===== src/rtl/div_sqrt_preproc_mvp.sv =====
// div_sqrt_preproc_mvp: operand preprocessing ahead of the div/sqrt control FSM.
// Unpacks FP32/FP64/FP16/FP16ALT operands into 53-bit mantissas (hidden bit at
// bit 52) and signed 12-bit exponents. It also classifies special cases and
// normalises subnormal mantissas a few bits per cycle.
// Optional build macro PREPROC_FTZ_EN: subnormal inputs are flushed to signed
// zero before classification, so the NORM state is never entered.
//
// state | meaning
// IDLE  | ready for a request; operands are captured and classified on request
// NORM  | left-normalising subnormal mantissa(s), up to SHIFT_STEP bits per cycle
// HOLD  | result presented with Start_SO=1 until Ready_SI accepts it
module div_sqrt_preproc_mvp #(
  parameter int C_MANT_FP64 = 52,
  parameter int C_EXP_FP64  = 11,
  parameter int SHIFT_STEP  = 8
) (
  input  logic                   Clk_CI,
  input  logic                   Rst_RBI,
  input  logic                   Div_start_SI,
  input  logic                   Sqrt_start_SI,
  input  logic                   Kill_SI,
  input  logic [1:0]             Format_sel_SI,
  input  logic [63:0]            Operand_a_DI,
  input  logic [63:0]            Operand_b_DI,
  input  logic                   Ready_SI,
  output logic                   Ready_SO,
  output logic                   Start_SO,
  output logic                   Div_op_SO,
  output logic [1:0]             Format_sel_SO,
  output logic [C_MANT_FP64:0]   Numerator_DO,
  output logic [C_EXP_FP64:0]    Exp_num_DO,
  output logic [C_MANT_FP64:0]   Denominator_DO,
  output logic [C_EXP_FP64:0]    Exp_den_DO,
  output logic                   Sign_z_SO,
  output logic                   Special_case_SBO,
  output logic                   Special_case_dly_SBO,
  output logic [2:0]             Special_kind_DO,
  output logic                   Div_by_zero_SO
);

  localparam int MW  = C_MANT_FP64 + 1;
  localparam int EW  = C_EXP_FP64 + 1;
  localparam int LZW = $clog2(MW + 1);
  localparam logic [LZW-1:0] STEP_W = LZW'(SHIFT_STEP);

  localparam logic [2:0] K_NONE = 3'd0;
  localparam logic [2:0] K_INV  = 3'd1;
  localparam logic [2:0] K_NAN  = 3'd2;
  localparam logic [2:0] K_INF  = 3'd3;
  localparam logic [2:0] K_ZERO = 3'd4;

  typedef enum logic [1:0] {IDLE, NORM, HOLD} state_t;

  typedef struct packed {
    logic          sign;
    logic [EW-1:0] exp;
    logic [MW-1:0] mant;
    logic          is_nan;
    logic          is_snan;
    logic          is_inf;
    logic          is_zero;
    logic          is_sub;
  } opnd_t;

  // Field extraction per format; mantissa left-aligned below the hidden bit.
  function automatic opnd_t unpack(input logic [63:0] op, input logic [1:0] fmt);
    opnd_t                  r;
    logic [C_EXP_FP64-1:0]  e;
    logic [C_MANT_FP64-1:0] m;
    logic                   e_max;
    case (fmt)
      2'b00: begin
        r.sign = op[31];
        e      = {{(C_EXP_FP64-8){1'b0}}, op[30:23]};
        m      = {op[22:0], {(C_MANT_FP64-23){1'b0}}};
        e_max  = &op[30:23];
      end
      2'b01: begin
        r.sign = op[63];
        e      = op[C_MANT_FP64 +: C_EXP_FP64];
        m      = op[C_MANT_FP64-1:0];
        e_max  = &op[C_MANT_FP64 +: C_EXP_FP64];
      end
      2'b10: begin
        r.sign = op[15];
        e      = {{(C_EXP_FP64-5){1'b0}}, op[14:10]};
        m      = {op[9:0], {(C_MANT_FP64-10){1'b0}}};
        e_max  = &op[14:10];
      end
      default: begin
        r.sign = op[15];
        e      = {{(C_EXP_FP64-8){1'b0}}, op[14:7]};
        m      = {op[6:0], {(C_MANT_FP64-7){1'b0}}};
        e_max  = &op[14:7];
      end
    endcase
`ifdef PREPROC_FTZ_EN
    if (e == '0) m = '0;
`endif
    r.is_nan  = e_max & (|m);
    r.is_snan = e_max & (|m) & ~m[C_MANT_FP64-1];
    r.is_inf  = e_max & ~(|m);
    r.is_zero = (e == '0) & ~(|m);
    r.is_sub  = (e == '0) & (|m);
    r.mant    = {(e != '0), m};
    if (r.is_sub) r.exp = EW'(1);
    else          r.exp = {1'b0, e};
    return r;
  endfunction

  // Leading-zero count of a mantissa; the highest set bit wins.
  function automatic logic [LZW-1:0] lzc(input logic [MW-1:0] v);
    logic [LZW-1:0] n;
    n = LZW'(MW);
    for (int i = 0; i < MW; i++) begin
      if (v[i]) n = LZW'(MW - 1 - i);
    end
    return n;
  endfunction

  state_t         state_q, state_n;
  opnd_t          ua, ub;
  logic           req, need_norm_c, dbz_c;
  logic [2:0]     kind_c;
  logic [LZW-1:0] lz_a, lz_b, sh_a, sh_b;
  logic [MW-1:0]  num_sh, den_sh;
  logic [EW-1:0]  exp_num_sh, exp_den_sh;
  logic           norm_done;

  logic           div_op_q, sign_z_q, spec_b_q, spec_dly_q, dbz_q;
  logic [1:0]     fmt_q;
  logic [MW-1:0]  num_q, den_q;
  logic [EW-1:0]  exp_num_q, exp_den_q;
  logic [2:0]     kind_q;

  assign req = (Div_start_SI | Sqrt_start_SI) & Ready_SO;

  // Unpack and classify the raw operands; div wins if both starts are high.
  always_comb begin
    ua          = unpack(Operand_a_DI, Format_sel_SI);
    ub          = unpack(Operand_b_DI, Format_sel_SI);
    kind_c      = K_NONE;
    dbz_c       = 1'b0;
    need_norm_c = 1'b0;
    if (Div_start_SI) begin
      need_norm_c = ua.is_sub | ub.is_sub;
      if (ua.is_nan | ub.is_nan)
        kind_c = (ua.is_snan | ub.is_snan) ? K_INV : K_NAN;
      else if ((ua.is_zero & ub.is_zero) | (ua.is_inf & ub.is_inf))
        kind_c = K_INV;
      else if (ub.is_zero) begin
        kind_c = K_INF;
        dbz_c  = ~ua.is_inf;
      end
      else if (ua.is_inf)
        kind_c = K_INF;
      else if (ua.is_zero | ub.is_inf)
        kind_c = K_ZERO;
    end else begin
      need_norm_c = ua.is_sub;
      if (ua.is_nan)                    kind_c = K_NAN;
      else if (ua.sign & ~ua.is_zero)   kind_c = K_INV;
      else if (ua.is_zero)              kind_c = K_ZERO;
      else if (ua.is_inf)               kind_c = K_INF;
    end
  end

  // One normalisation step; the denominator only takes part for divide.
  always_comb begin
    lz_a       = lzc(num_q);
    lz_b       = lzc(den_q);
    sh_a       = '0;
    sh_b       = '0;
    if (!num_q[MW-1])
      sh_a = (lz_a > STEP_W) ? STEP_W : lz_a;
    if (div_op_q && !den_q[MW-1])
      sh_b = (lz_b > STEP_W) ? STEP_W : lz_b;
    num_sh     = num_q << sh_a;
    den_sh     = den_q << sh_b;
    exp_num_sh = exp_num_q - EW'(sh_a);
    exp_den_sh = exp_den_q - EW'(sh_b);
    norm_done  = num_sh[MW-1] & (den_sh[MW-1] | ~div_op_q);
  end

  // State register.
  always_ff @(posedge Clk_CI or negedge Rst_RBI) begin
    if (!Rst_RBI) state_q <= IDLE;
    else          state_q <= state_n;
  end

  // Next-state and handshake outputs; kill overrides everything.
  always_comb begin
    state_n  = state_q;
    Ready_SO = 1'b0;
    Start_SO = 1'b0;
    case (state_q)
      IDLE: begin
        Ready_SO = 1'b1;
        if (Div_start_SI | Sqrt_start_SI) begin
          if (kind_c != K_NONE) state_n = HOLD;
          else if (need_norm_c) state_n = NORM;
          else                  state_n = HOLD;
        end
      end
      NORM: begin
        if (norm_done) state_n = HOLD;
      end
      HOLD: begin
        Start_SO = 1'b1;
        if (Ready_SI) state_n = IDLE;
      end
      default: state_n = IDLE;
    endcase
    if (Kill_SI) state_n = IDLE;
  end

  // Operand capture on request, in-place normalisation while in NORM.
  always_ff @(posedge Clk_CI or negedge Rst_RBI) begin
    if (!Rst_RBI) begin
      div_op_q   <= 1'b0;
      fmt_q      <= 2'b00;
      num_q      <= '0;
      exp_num_q  <= '0;
      den_q      <= '0;
      exp_den_q  <= '0;
      sign_z_q   <= 1'b0;
      spec_b_q   <= 1'b1;
      spec_dly_q <= 1'b1;
      kind_q     <= K_NONE;
      dbz_q      <= 1'b0;
    end else begin
      spec_dly_q <= spec_b_q;
      if (Kill_SI) begin
        spec_b_q <= 1'b1;
      end else if (req) begin
        div_op_q  <= Div_start_SI;
        fmt_q     <= Format_sel_SI;
        num_q     <= ua.mant;
        exp_num_q <= ua.exp;
        den_q     <= ub.mant;
        exp_den_q <= ub.exp;
        sign_z_q  <= Div_start_SI ? (ua.sign ^ ub.sign) : ua.sign;
        spec_b_q  <= (kind_c == K_NONE);
        kind_q    <= kind_c;
        dbz_q     <= dbz_c;
      end else if (state_q == NORM) begin
        num_q     <= num_sh;
        den_q     <= den_sh;
        exp_num_q <= exp_num_sh;
        exp_den_q <= exp_den_sh;
      end
    end
  end

  assign Div_op_SO            = div_op_q;
  assign Format_sel_SO        = fmt_q;
  assign Numerator_DO         = num_q;
  assign Exp_num_DO           = exp_num_q;
  assign Denominator_DO       = den_q;
  assign Exp_den_DO           = exp_den_q;
  assign Sign_z_SO            = sign_z_q;
  assign Special_case_SBO     = spec_b_q;
  assign Special_case_dly_SBO = spec_dly_q;
  assign Special_kind_DO      = kind_q;
  assign Div_by_zero_SO       = dbz_q;

endmodule


===== config.mk =====
export PLATFORM = sky130hd
export DESIGN_NAME = div_sqrt_preproc_mvp
export DESIGN_NICKNAME = d
export VERILOG_FILES = /design/src/rtl/div_sqrt_preproc_mvp.sv
export SDC_FILE = /design/constraint.sdc
export NUM_CORES = 1
export LEC_CHECK = 0
export ABC_AREA = 0
export BUFFER_PORTS_ARGS = -buffer_cell sky130_fd_sc_hd__buf_2
export CAP_MARGIN = 20
export CORE_UTILIZATION = 35
export DETAILED_ROUTE_END_ITERATION = 8
export GPL_TIMING_DRIVEN = 1
export HOLD_SLACK_MARGIN = 0.1
export PLACE_DENSITY = 0.57
export SYNTH_ARGS = -nofsm -noshare
export SYNTH_HDL_FRONTEND = slang
export SYNTH_SLANG_ARGS = --single-unit

===== constraint.sdc =====
create_clock -name Clk_CI -period 4.5 [get_ports Clk_CI]
set_input_delay 0.225 -clock Clk_CI [delete_from_list [all_inputs] [get_ports Clk_CI]]
set_output_delay 0.225 -clock Clk_CI [all_outputs]
set_load 0.01 [all_outputs]

After elaboration in Yosys (flattened, before gate mapping) --
Index checks and enable logic that the tools add are counted.
Storage, ports and cells: bits in registers 142, bits of input ports 136, output and inout port bits 142
Cells by class: $add $sub $neg 2, order comparisons 2, equality and inequality tests 7, shift-type cells 2, muxes and demuxes 156, bitwise logic cells 31, reduce and logical (&&, ||, !) cells 25
Operators by type and width (count):
- 2-to-1 mux 6 bit | 108
- case mux 52 bit (3 select lines) | 2
- 2-to-1 mux 53 bit | 4
- left shift 53 x 6 -> 53 bit | 2
- OR reduction 52 bit | 2
- case mux 11 bit (3 select lines) | 2
- 2-to-1 mux 12 bit | 4
- AND reduction 8 bit | 4
- 2-to-1 mux 3 bit | 9
- subtractor 12 x 6 -> 12 bit | 2
- zero test 11 bit | 2
- 2-to-1 mux 11 bit | 2
- AND reduction 11 bit | 2
- nonzero test 11 bit | 2
- 2-to-1 mux 2 bit | 8
- bitwise AND 1 bit | 15
- > comparator 6 x 4 -> 1 bit, second input constant | 2
- 2-to-1 mux 1 bit | 12
- AND reduction 5 bit | 2
- inequality test 3 bit, second input constant | 3
- NOT 1 bit | 8
- bitwise OR 1 bit | 7
- case mux 1 bit (3 select lines) | 2
- case mux 2 bit (3 select lines) | 1
- 12 further kinds | 18

Logic depth before layout (Yosys ltp) --
Gate-level depths: netlist (run 1).
depth in word-level cells 62, gate-level depth with buffers 21, mapped depth without buffers 19

Least setup slack after synthesis (run 1) --
No wires, ideal clock.
path type register to register, start point reg den_q[50], in the netlist Denominator_DO[50], end point reg exp_den_q[10], in the netlist Exp_den_DO[10], setup time 0.135 ns, data arrival time 3.685 ns, required time 4.365 ns, setup slack 0.680 ns, stages on the path, launching flop included 20, period minus slack after synthesis 3.820 ns, path through dfrtp_1 > nand2b_1 > a21oi_1 > a21o_1 > and3_1 > clkbuf_1 > buf_2 > clkbuf_1 > ha_1 > inv_1 > fa_1 > a21o_1 > a21oi_1 > nor2b_1 > o21ai_0 > nand2b_1 > nor3_1 > a21oi_1 > o21ai_0 > o21ai_0
Between the ends: cells in the longest elaborated chain, start to end 9
RTL lines:
- start: declaration | RTL line 132 | logic [MW-1:0] num_q, den_q;
- start signal: assignment | RTL line 240 | den_q <= ub.mant;
- start signal: assignment | RTL line 248 | den_q <= den_sh;
- 2-to-1 mux 6 bit (*) (3 in series) | RTL line 116 | if (v[i]) n = LZW'(MW - 1 - i);
- > comparator 6 x 4 -> 1 bit | RTL line 177 | sh_b = (lz_b > STEP_W) ? STEP_W : lz_b;
- 2-to-1 mux 6 bit (*) | RTL line 177
- 2-to-1 mux 6 bit (*) | RTL line 176 | if (div_op_q && !den_q[MW-1])
- subtractor 12 x 6 -> 12 bit (*) | RTL line 181 | exp_den_sh = exp_den_q - EW'(sh_b);
- 2-to-1 mux 12 bit (*) | RTL line 246 | end else if (state_q == NORM) begin
- 2-to-1 mux 12 bit (*) | RTL line 235 | end else if (req) begin
- end signal: assignment | RTL line 241 | exp_den_q <= ub.exp;
- end signal: assignment | RTL line 250 | exp_den_q <= exp_den_sh;
- end: declaration | RTL line 133 | logic [EW-1:0] exp_num_q, exp_den_q;
Mark *: on every way between the ends. The rest lies on a longest branch, timed or not. The select of a mux whose other input is x is not followed. A chain may end at the register's enable or synchronous reset.

Final worst setup path (run 1) --
start point reg num_q[1], in the netlist Numerator_DO[1], end point reg exp_num_q[8], in the netlist Exp_num_DO[8]
Between the ends: cells in the longest elaborated chain, start to end 58
RTL lines:
- start: declaration | RTL line 132
- start signal: assignment | RTL line 238 | num_q <= ua.mant;
- start signal: assignment | RTL line 247 | num_q <= num_sh;
- 2-to-1 mux 6 bit (*) (52 in series) | RTL line 116
- > comparator 6 x 4 -> 1 bit | RTL line 175 | sh_a = (lz_a > STEP_W) ? STEP_W : lz_a;
- 2-to-1 mux 6 bit (*) | RTL line 175
- 2-to-1 mux 6 bit (*) | RTL line 174 | if (!num_q[MW-1])
- subtractor 12 x 6 -> 12 bit (*) | RTL line 180 | exp_num_sh = exp_num_q - EW'(sh_a);
- 2-to-1 mux 12 bit (*) | RTL line 246
- 2-to-1 mux 12 bit (*) | RTL line 235
- end signal: assignment | RTL line 239 | exp_num_q <= ua.exp;
- end signal: assignment | RTL line 249 | exp_num_q <= exp_num_sh;
- end: declaration | RTL line 133
Marks and branches as above.

==> summary.txt, run 1 <==
Worst setup path
  – Worst setup path startpoint: Numerator_DO[1]
  – CP peak stage delay: around 0.76 ns
  – CP Launch Type: register
  – CP dominant cell by count: nand2_1
  – Worst EP arrival: about 4.6 ns
  – Worst-path maximum fanout: 17
  – RR Startpoint: Numerator_DO[1]
  – Reg2Reg Depth: 18
  – Worst path slowest cell: a2111oi_0
  – WS Path Type: reg -> reg
  – R2R Setup Slk: approximately 0.23 ns
  – CP cell instances: nand2b_1 -> a2111oi_0 -> o221ai_1 -> a221o_1 -> a21o_1 -> nand2_1 -> inv_4 -> ha_1 -> inv_1 -> fa_1 -> nand2_1 -> nand2_1 -> a21oi_1 -> o21bai_1 -> a21o_1 -> nor2_1 -> a32oi_1 -> o21ai_0
  – CP Capture Point: Exp_num_DO[8]
  – Required @ worst endpoint: between 4 and 5 ns
  – Reg2reg end: Exp_num_DO[8]
  – CP Capture Type: register

Detailed routing
  – Drc violations: 0
  – DR iter-0 viols: 2,214
  – Via count: approximately 16,000
  – Vias per inst: 6.53
  – Number of iterations in the first detailed-routing pass: 6
  – Final WL: 67,300 um
  – ANT nets after route: 0
  – WL/cell: 26.7 um

Placed design
  – Routability Congestion: 0.981
  – Pre-CTS setup slack: 0.435 ns
  – DP HPWL: slightly below 50,000 um
  – DP Cell Count: 2,479
  – IO Port Bufs: 277
  – Dpl cell area: 15,600 um2

Layout
  – Final Non-Filler Cells: around 2,500
  – Final Cell Area: 16,400 um2
  – Nets: 2,139
  – Synth-to-Final Area Change: 18.9%
  – Share of cells above drive strength 1: about a fifth
  – Util after Layout: 42.3%

Die
  – Die ar.: roughly 40,000 um2
  – Die height: around 200 um
  – Initial Util: 35.5%
  – Ports: 278
  – Row Count: 72
  – DIE WIDTH: 200 um
  – CORE AREA: 38,700 um2

Logic synthesis
  – Synth Cell Area: 13,800 um2
  – Post-synth EDFFs: 0
  – Sequential-to-total area share from yosys stat: roughly a quarter
  – Synth async-reset ratio: 100%
  – Yosys cell types: between 80 and 90
  – Synthesized instance count: 1,778
  – Prevailing post-synth register cell: dfrtp_1
  – Yosys warns: 0
  – FF+latch count, synth: 142
  – Mean Syn Cell Area: 7.74 um2

Power
  – Worst vdd ir: 326 uV
  – Overall Power: 9.36 mW
  – P_leak: just under 7 nW
  – Pwr dens: 572 nW/um2

Global routing
  – First-pass GRT wire length: about 100,000 um
  – Initial antenna violation count: 1
  – GR Overflow Total: 0
  – Via count of the first global-routing pass: 15,180
  – Pin count of the biggest net entering global routing: 82
  – GRT Overall Usage: between 30% and 40%

Clocking
  – # resized after CTS: 0
  – CTS Buffer Depth: 2
  – # hold bufs at CTS: 9
  – H-tree depth: 4
  – Root buffer cell: clkbuf_16
  – Worst skew pair latency: 0.46 ns
  – Inserted Clock Buffers: 17
  – CTS tree: built
  – Clock slew at reported path FFs: 0.07 ns
  – Sink Count: around 140
  – Number of post-CTS setup repair buffers: 0

Timing
  – Hold WS: 0.117 ns
  – Slew Limit Fails: 0
  – RSZ-0062 raised after global routing: no
  – Min Tclk post-route: 4.27 ns
  – Slew headroom: 20.3%
  – Clock Skew: 0.0164 ns
  – Final period util: 94.8%
  – Final setup fails: 0
  – Hold Vio Cnt, Final: 0
  – Max frequency: 0.234 GHz
  – Final worst slack: 0.233 ns
  – Worst slew pin tran: 1.18 ns
  – Setup TNS: 0 ns

Hold path
  – Min-delay worst type: in -> reg

Run status
  – Outcome: finished, final reports clean

Job
  – Max Cap Violations: 0
-- Yosys cell counts (18+ instances only) --
cell      count  share of area (%)
dfrtp_1     140                 25
a32oi_1      23                1.5
clkbuf_1     97                2.6
a211oi_1     28                1.5
inv_1        38                1.0
nor2_1      173                4.7
nand2_1     170                4.6
and3_1       18               0.82
o22a_1       18                1.1
nand3_1      94                3.4
nor4_1       30                1.4
o21ai_1      23               0.84
mux4_2       21                3.4
a31oi_1      40                1.8
a21oi_1     178                6.5
o21ai_0     117                4.3
a221oi_1     18                1.1
mux2i_1     170                 12
buf_2        29                1.1
nor3_1       65                2.4
-- worst max-delay path, delay by kind of cell (launching register included) --
kind / cells / cell delay (ns)
flops: 1 / 0.47
simple gates: 5 / 0.52
fa+ha+maj: 2 / 0.44
buf+inv: 2 / 0.22
compound gates: 9 / 2.50
-- placed cells by master, fill, tap and decap left out, types with 9 or more instances in the layout --
master         instances
buf_2                275
o21ai_1               22
mux4_2                21
o22a_1                18
dlygate4sd3_1          9
and3_1                16
a221o_1               10
nand4_1               17
nor2_1               169
a211oi_1              28
nor2b_1               11
nor4_1                29
a21oi_1              178
a32oi_1               23
mux2_2                13
a21o_1                12
mux2i_1              170
a31oi_1               40
o211ai_1              14
clkbuf_16             17
nand2b_1               9
o21ai_0              117
ha_1                  12
inv_1                 38
dfrtp_1              140
o32a_1                 9
o31ai_1               11
nand2_1              168
a22oi_1               12
nor3_1                64
a221oi_1              18
buf_4                 51
nand3_1               94
-- power breakdown --
group / total [mW] / internal, mW / switching [mW]
sequential: 2.46 / 1.70 / 0.759
combinational: 5.31 / 2.01 / 3.30
clock: 1.59 / 0.913 / 0.674
-- registers in the layout, summed over array words and instances, names as in the netlist, 2 cells and up --
signal           flops
Exp_den_DO          12
Special_kind_DO      3
state_q              2
Exp_num_DO          12
Denominator_DO      53
Numerator_DO        53
Format_sel_SO        2
-- worst min path at each step --
stage / endpoint / depth (start not counted) / from / slack (ns)
detailed placement: Denominator_DO[24] / 1 / Rst_RBI / 0.34
CTS: Denominator_DO[6] / 3 / Operand_b_DI[6] / 0.11
global placement: Denominator_DO[23] / 1 / Rst_RBI / 0.37
global route: Denominator_DO[2] / 3 / Operand_b_DI[2] / 0.12
floorplan: Denominator_DO[0] / 0 / Rst_RBI / -0.07
finish: Denominator_DO[6] / 3 / Operand_b_DI[6] / 0.12
-- per-layer routing --
layer / wire, um / vias to the layer above / part of all wire, % / track usage [%]
li1: - / 7177 / - / -
met1: 29900 / 7966 / 44 / 48.0
met2: 27700 / 1183 / 41 / 45.5
met3: 7380 / 144 / 11 / 7.34
met4: 2330 / 0 / 3.5 / 12.5
met5: 0 / - / 0 / 0
-- layout make-up --
type | instances | area [um2]
Multi-Input combinational cell | 1448 | 9470
Antenna cell | 4 | 10.0
Tap cell | 518 | 648
Inverter | 42 | 160
Fill cell | 4073 | 22400
Clock inverter | 13 | 174
Sequential cell | 142 | 3560
Timing Repair Buffer | 338 | 1900
Clock buffer | 19 | 453
-- logic make-up (layout without fill, tap and decap cells) --
family / count (synthesis) / after routing / share of synthesized area (%)
and+or+nand+nor: 618 / 618 / 20.8
AOI/OAI and AO/OA: 596 / 596 / 27.9
muxes: 208 / 208 / 17.6
buffers and inverters: 191 / 412 / 5.88
DFF: 142 / 142 / 25.8
adders and majority gates: 14 / 14 / 1.38
xor gates and xnor gates: 8 / 8 / 0.509
other: 1 / 8 / 0.0272
Power figures use the tool's default switching activity.
==> run 2, diff against run 1 <==
--- a/config.mk
+++ b/config.mk
@@ -10,8 +10,10 @@
 export CAP_MARGIN = 20
 export CORE_UTILIZATION = 35
 export DETAILED_ROUTE_END_ITERATION = 8
+export GPL_ROUTABILITY_DRIVEN = 1
 export GPL_TIMING_DRIVEN = 1
 export HOLD_SLACK_MARGIN = 0.1
+export MAX_ROUTING_LAYER = met4
 export PLACE_DENSITY = 0.57
 export SYNTH_ARGS = -nofsm -noshare
 export SYNTH_HDL_FRONTEND = slang
==> run 2 against run 1 <==
Effect of this change:
- via count grew 0.32%
- sequential share of layout area grew 0.090 points
- non-clock buffer count is the same
==> summary.txt, run 2 (synthesis gave the netlist of run 1 again) <==
Detailed routing
  – Drc violations: 0 (unchanged)
  – Vias per inst: 6.54 (was 6.53)
  – WL/cell: 27.1 um (was 26.7 um)
  – Met2 routed WL: 28,600 um (was 27,700 um)
  – DR iter-0 viols: 2,536 (was 2,214)
  – Via count: 16,523 (was 16,470)
  – M1 WL: 30,000 um (was 29,900 um)
  – Final WL: 68,400 um (was 67,300 um)
  – Number of iterations in the first detailed-routing pass: 6 (unchanged)
  – ANT nets after route: 0 (unchanged)
  – Met3 WL post-DR: 7470 um (was 7380 um)
  – DR top layer: met4 (unchanged)

Timing
  – RSZ-0062 raised after global routing: no (unchanged)
  – Final setup fails: 0 (unchanged)
  – Max frequency: 0.232 GHz (was 0.234 GHz)
  – Clock Skew: 0.0108 ns (was 0.0164 ns)
  – Slew Limit Fails: 0 (unchanged)
  – Min Tclk post-route: 4.30 ns (was 4.27 ns)
  – Worst slew pin tran: 1.15 ns (was 1.18 ns)
  – Setup TNS: 0 ns (unchanged)
  – Slew headroom: 23.2% (was 20.3%)
  – Final period util: 95.6% (was 94.8%)
  – Hold Vio Cnt, Final: 0 (unchanged)

Power
  – Cell Int Power: 4.48 mW (was 4.62 mW)
  – Overall Power: 9.23 mW (was 9.36 mW)
  – NetSw: 4.75 mW (was 4.74 mW)
  – P_leak: 6.87 nW (was 6.91 nW)
  – Clock Power Share: 15.6% (was 17.0%)
  – Net Sw Frac: 51.5% (was 50.6%)
  – Worst vdd ir: 332 uV (was 326 uV)
  – Seq pwr share: 26.7% (was 26.3%)
  – Comb pwr share: 57.7% (was 56.8%)
  – Pwr dens: 566 nW/um2 (was 572 nW/um2)

Die
  – DIE WIDTH: 200 um (unchanged)
  – Row Count: 72 (unchanged)
  – Initial Util: 35.5% (unchanged)
  – CORE AREA: 38,700 um2 (unchanged)
  – Ports: 278 (unchanged)
  – Die height: 200 um (unchanged)
  – Die ar.: 40,100 um2 (unchanged)

Clocking
  – Worst skew pair latency: 0.47 ns (was 0.46 ns)
  – H-tree depth: 4 (unchanged)
  – Root buffer cell: clkbuf_16 (unchanged)
  – CTS tree: built (unchanged)
  – Sink Count: 142 (unchanged)
  – Clock slew at reported path FFs: 0.07 ns (about the same)
  – CTS Buffer Depth: 2 (unchanged)
  – Inserted Clock Buffers: 17 (unchanged)
  – # resized after CTS: 0 (unchanged)
  – Number of post-CTS setup repair buffers: 0 (unchanged)

Layout
  – Share of cells above drive strength 1: 21.3% (unchanged)
  – Synth-to-Final Area Change: 18.5% (was 18.9%)
  – Util after Layout: 42.1% (was 42.3%)
  – Most frequent cells in the layout: 275 x buf_2, 178 x a21oi_1, 170 x mux2i_1, 169 x nor2_1, 168 x nand2_1 (unchanged)
  – Nets: 2,139 (unchanged)
  – Most common cell after layout, fill and taps aside: buf_2 (unchanged)
  – Final Non-Filler Cells: 2,525 (was 2,524)
  – Final Cell Area: 16,300 um2 (was 16,400 um2)

Global routing
  – GR Overflow Total: 0 (unchanged)
  – Via count of the first global-routing pass: 14,997 (was 15,180)
  – First-pass GRT wire length: 102,000 um (was 99,800 um)
  – GRT Overall Usage: 34.3% (was 32.5%)
  – Pin count of the biggest net entering global routing: 79 (was 82)
  – Initial antenna violation count: 5 (was 1)

Placed design
  – IO Port Bufs: 277 (unchanged)
  – DP HPWL: 50,300 um (was 49,600 um)
  – DP Cell Count: 2,479 (unchanged)
  – Routability Congestion: 0.987 (was 0.981)
  – Dpl cell area: 15,600 um2 (unchanged)

Worst setup path
  – Worst path slowest cell: a2111oi_0 (unchanged)
  – CP cell instances: nand2b_1 -> a2111oi_0 -> o221ai_1 -> a221o_1 -> a21o_1 -> nand2_1 -> inv_4 -> ha_1 -> inv_1 -> fa_1 -> nand2_1 -> nand2_1 -> a21oi_1 -> o21bai_1 -> a21o_1 -> nor2_1 -> a21oi_1 -> o21ai_0 -> o21ai_0 (was nand2b_1 -> a2111oi_0 -> o221ai_1 -> a221o_1 -> a21o_1 -> nand2_1 -> inv_4 -> ha_1 -> inv_1 -> fa_1 -> nand2_1 -> nand2_1 -> a21oi_1 -> o21bai_1 -> a21o_1 -> nor2_1 -> a32oi_1 -> o21ai_0)
  – Worst-path maximum fanout: 17 (unchanged)
  – CP dominant cell by count: nand2_1 (unchanged)
  – WS Path Type: reg -> reg (unchanged)
  – Worst EP arrival: 4.69 ns (was 4.60 ns)
  – WP buf/inv: 2 (unchanged)
  – CP peak stage delay: 0.79 ns (was 0.76 ns)
  – CP Launch Type: register (unchanged)
  – Critical path's top delay family: compound AO/OA/AOI/OAI gates (unchanged)
  – CP Capture Type: register (unchanged)
  – Required @ worst endpoint: 4.88 ns (was 4.83 ns)

Job
  – Max Cap Violations: 0 (unchanged)

Run status
  – Outcome: finished, final reports clean (unchanged)

Hold path
  – Min-delay worst type: in -> reg (unchanged)
-- run 2: cell count changes in the layout (fill, tap and decap cells not counted), sizes merged --
cell and delta:
clkbuf -1, clkinvlp +4, diode +1, bufinv -2
clkinv +2, inv -3
-- run 2: worst paths after layout --
check                           cells past startpoint        startpoint  slack (ns)              endpoint
worst max-delay path                               19   Numerator_DO[1]        0.20        Exp_num_DO[10]
worst min-delay path                                3  Operand_a_DI[60]        0.12         Exp_num_DO[8]
min in group asynchronous                           2           Rst_RBI        0.33    Denominator_DO[27]
worst min register to register                      0  Special_case_SBO        0.39  Special_case_dly_SBO
max in group asynchronous                           3           Rst_RBI        3.24      Special_case_SBO
worst max register to register                     19   Numerator_DO[1]        0.20        Exp_num_DO[10]
-- run 2: what timing repair did --
item                       in CTS  in global routing
hold buffers                    9                  0
hold endpoints to repair       72                  0
setup endpoints to repair       0                  0
-- run 2: through the flow --
step	hold slack (ns)	setup WS [ns]
after global placement	0.280	0.450
after global routing	0.131	0.0919
after floorplan	-0.0706	0.680
after detailed placement	0.286	0.415
after CTS	0.108	0.358
final	0.124	0.197
-- run 2: worst register-to-register path: stages (launching register included) --
cell and delay, ns:
dfrtp_1 0.46, nand2b_1 0.19, a2111oi_0 0.79, o221ai_1 0.26, a221o_1 0.50, a21o_1 0.24, nand2_1 0.12, inv_4 0.14
ha_1 0.23, inv_1 0.08, fa_1 0.22, nand2_1 0.06, nand2_1 0.06, a21oi_1 0.09, o21bai_1 0.15, a21o_1 0.18
nor2_1 0.10, a21oi_1 0.15, o21ai_0 0.10, o21ai_0 0.11
-- run 2: power by group through the flow --
stage,registers (mW),logic (mW),clock network [mW]
2_1_floorplan,2.43,3.27,0
3_3_place_gp,2.43,5.21,0
6_report,2.46,5.33,1.44
5_1_grt,2.54,5.72,1.50
3_5_place_dp,2.46,5.16,0
4_1_cts,2.44,5.20,1.45
-- run 2: routing by layer --
| layer | up-vias | track usage, % |
|---|---|---|
| met3 | 152 | 7.14 |
| met5 | - | - |
| li1 | 7168 | - |
| met4 | 0 | 11.8 |
| met1 | 8020 | 49.3 |
| met2 | 1183 | 47.0 |
-- run 2: final cells by class --
| cell class | instances | area [um2] |
|---|---|---|
| fill | 4032 | 22400 |
| timing repair buffer | 338 | 1900 |
| antenna | 5 | 12.5 |
| multi-input combinational | 1448 | 9470 |
| tap | 518 | 648 |
| clock buffer | 18 | 439 |
| inverter | 42 | 160 |
| sequential | 142 | 3560 |
| clock inverter | 14 | 118 |
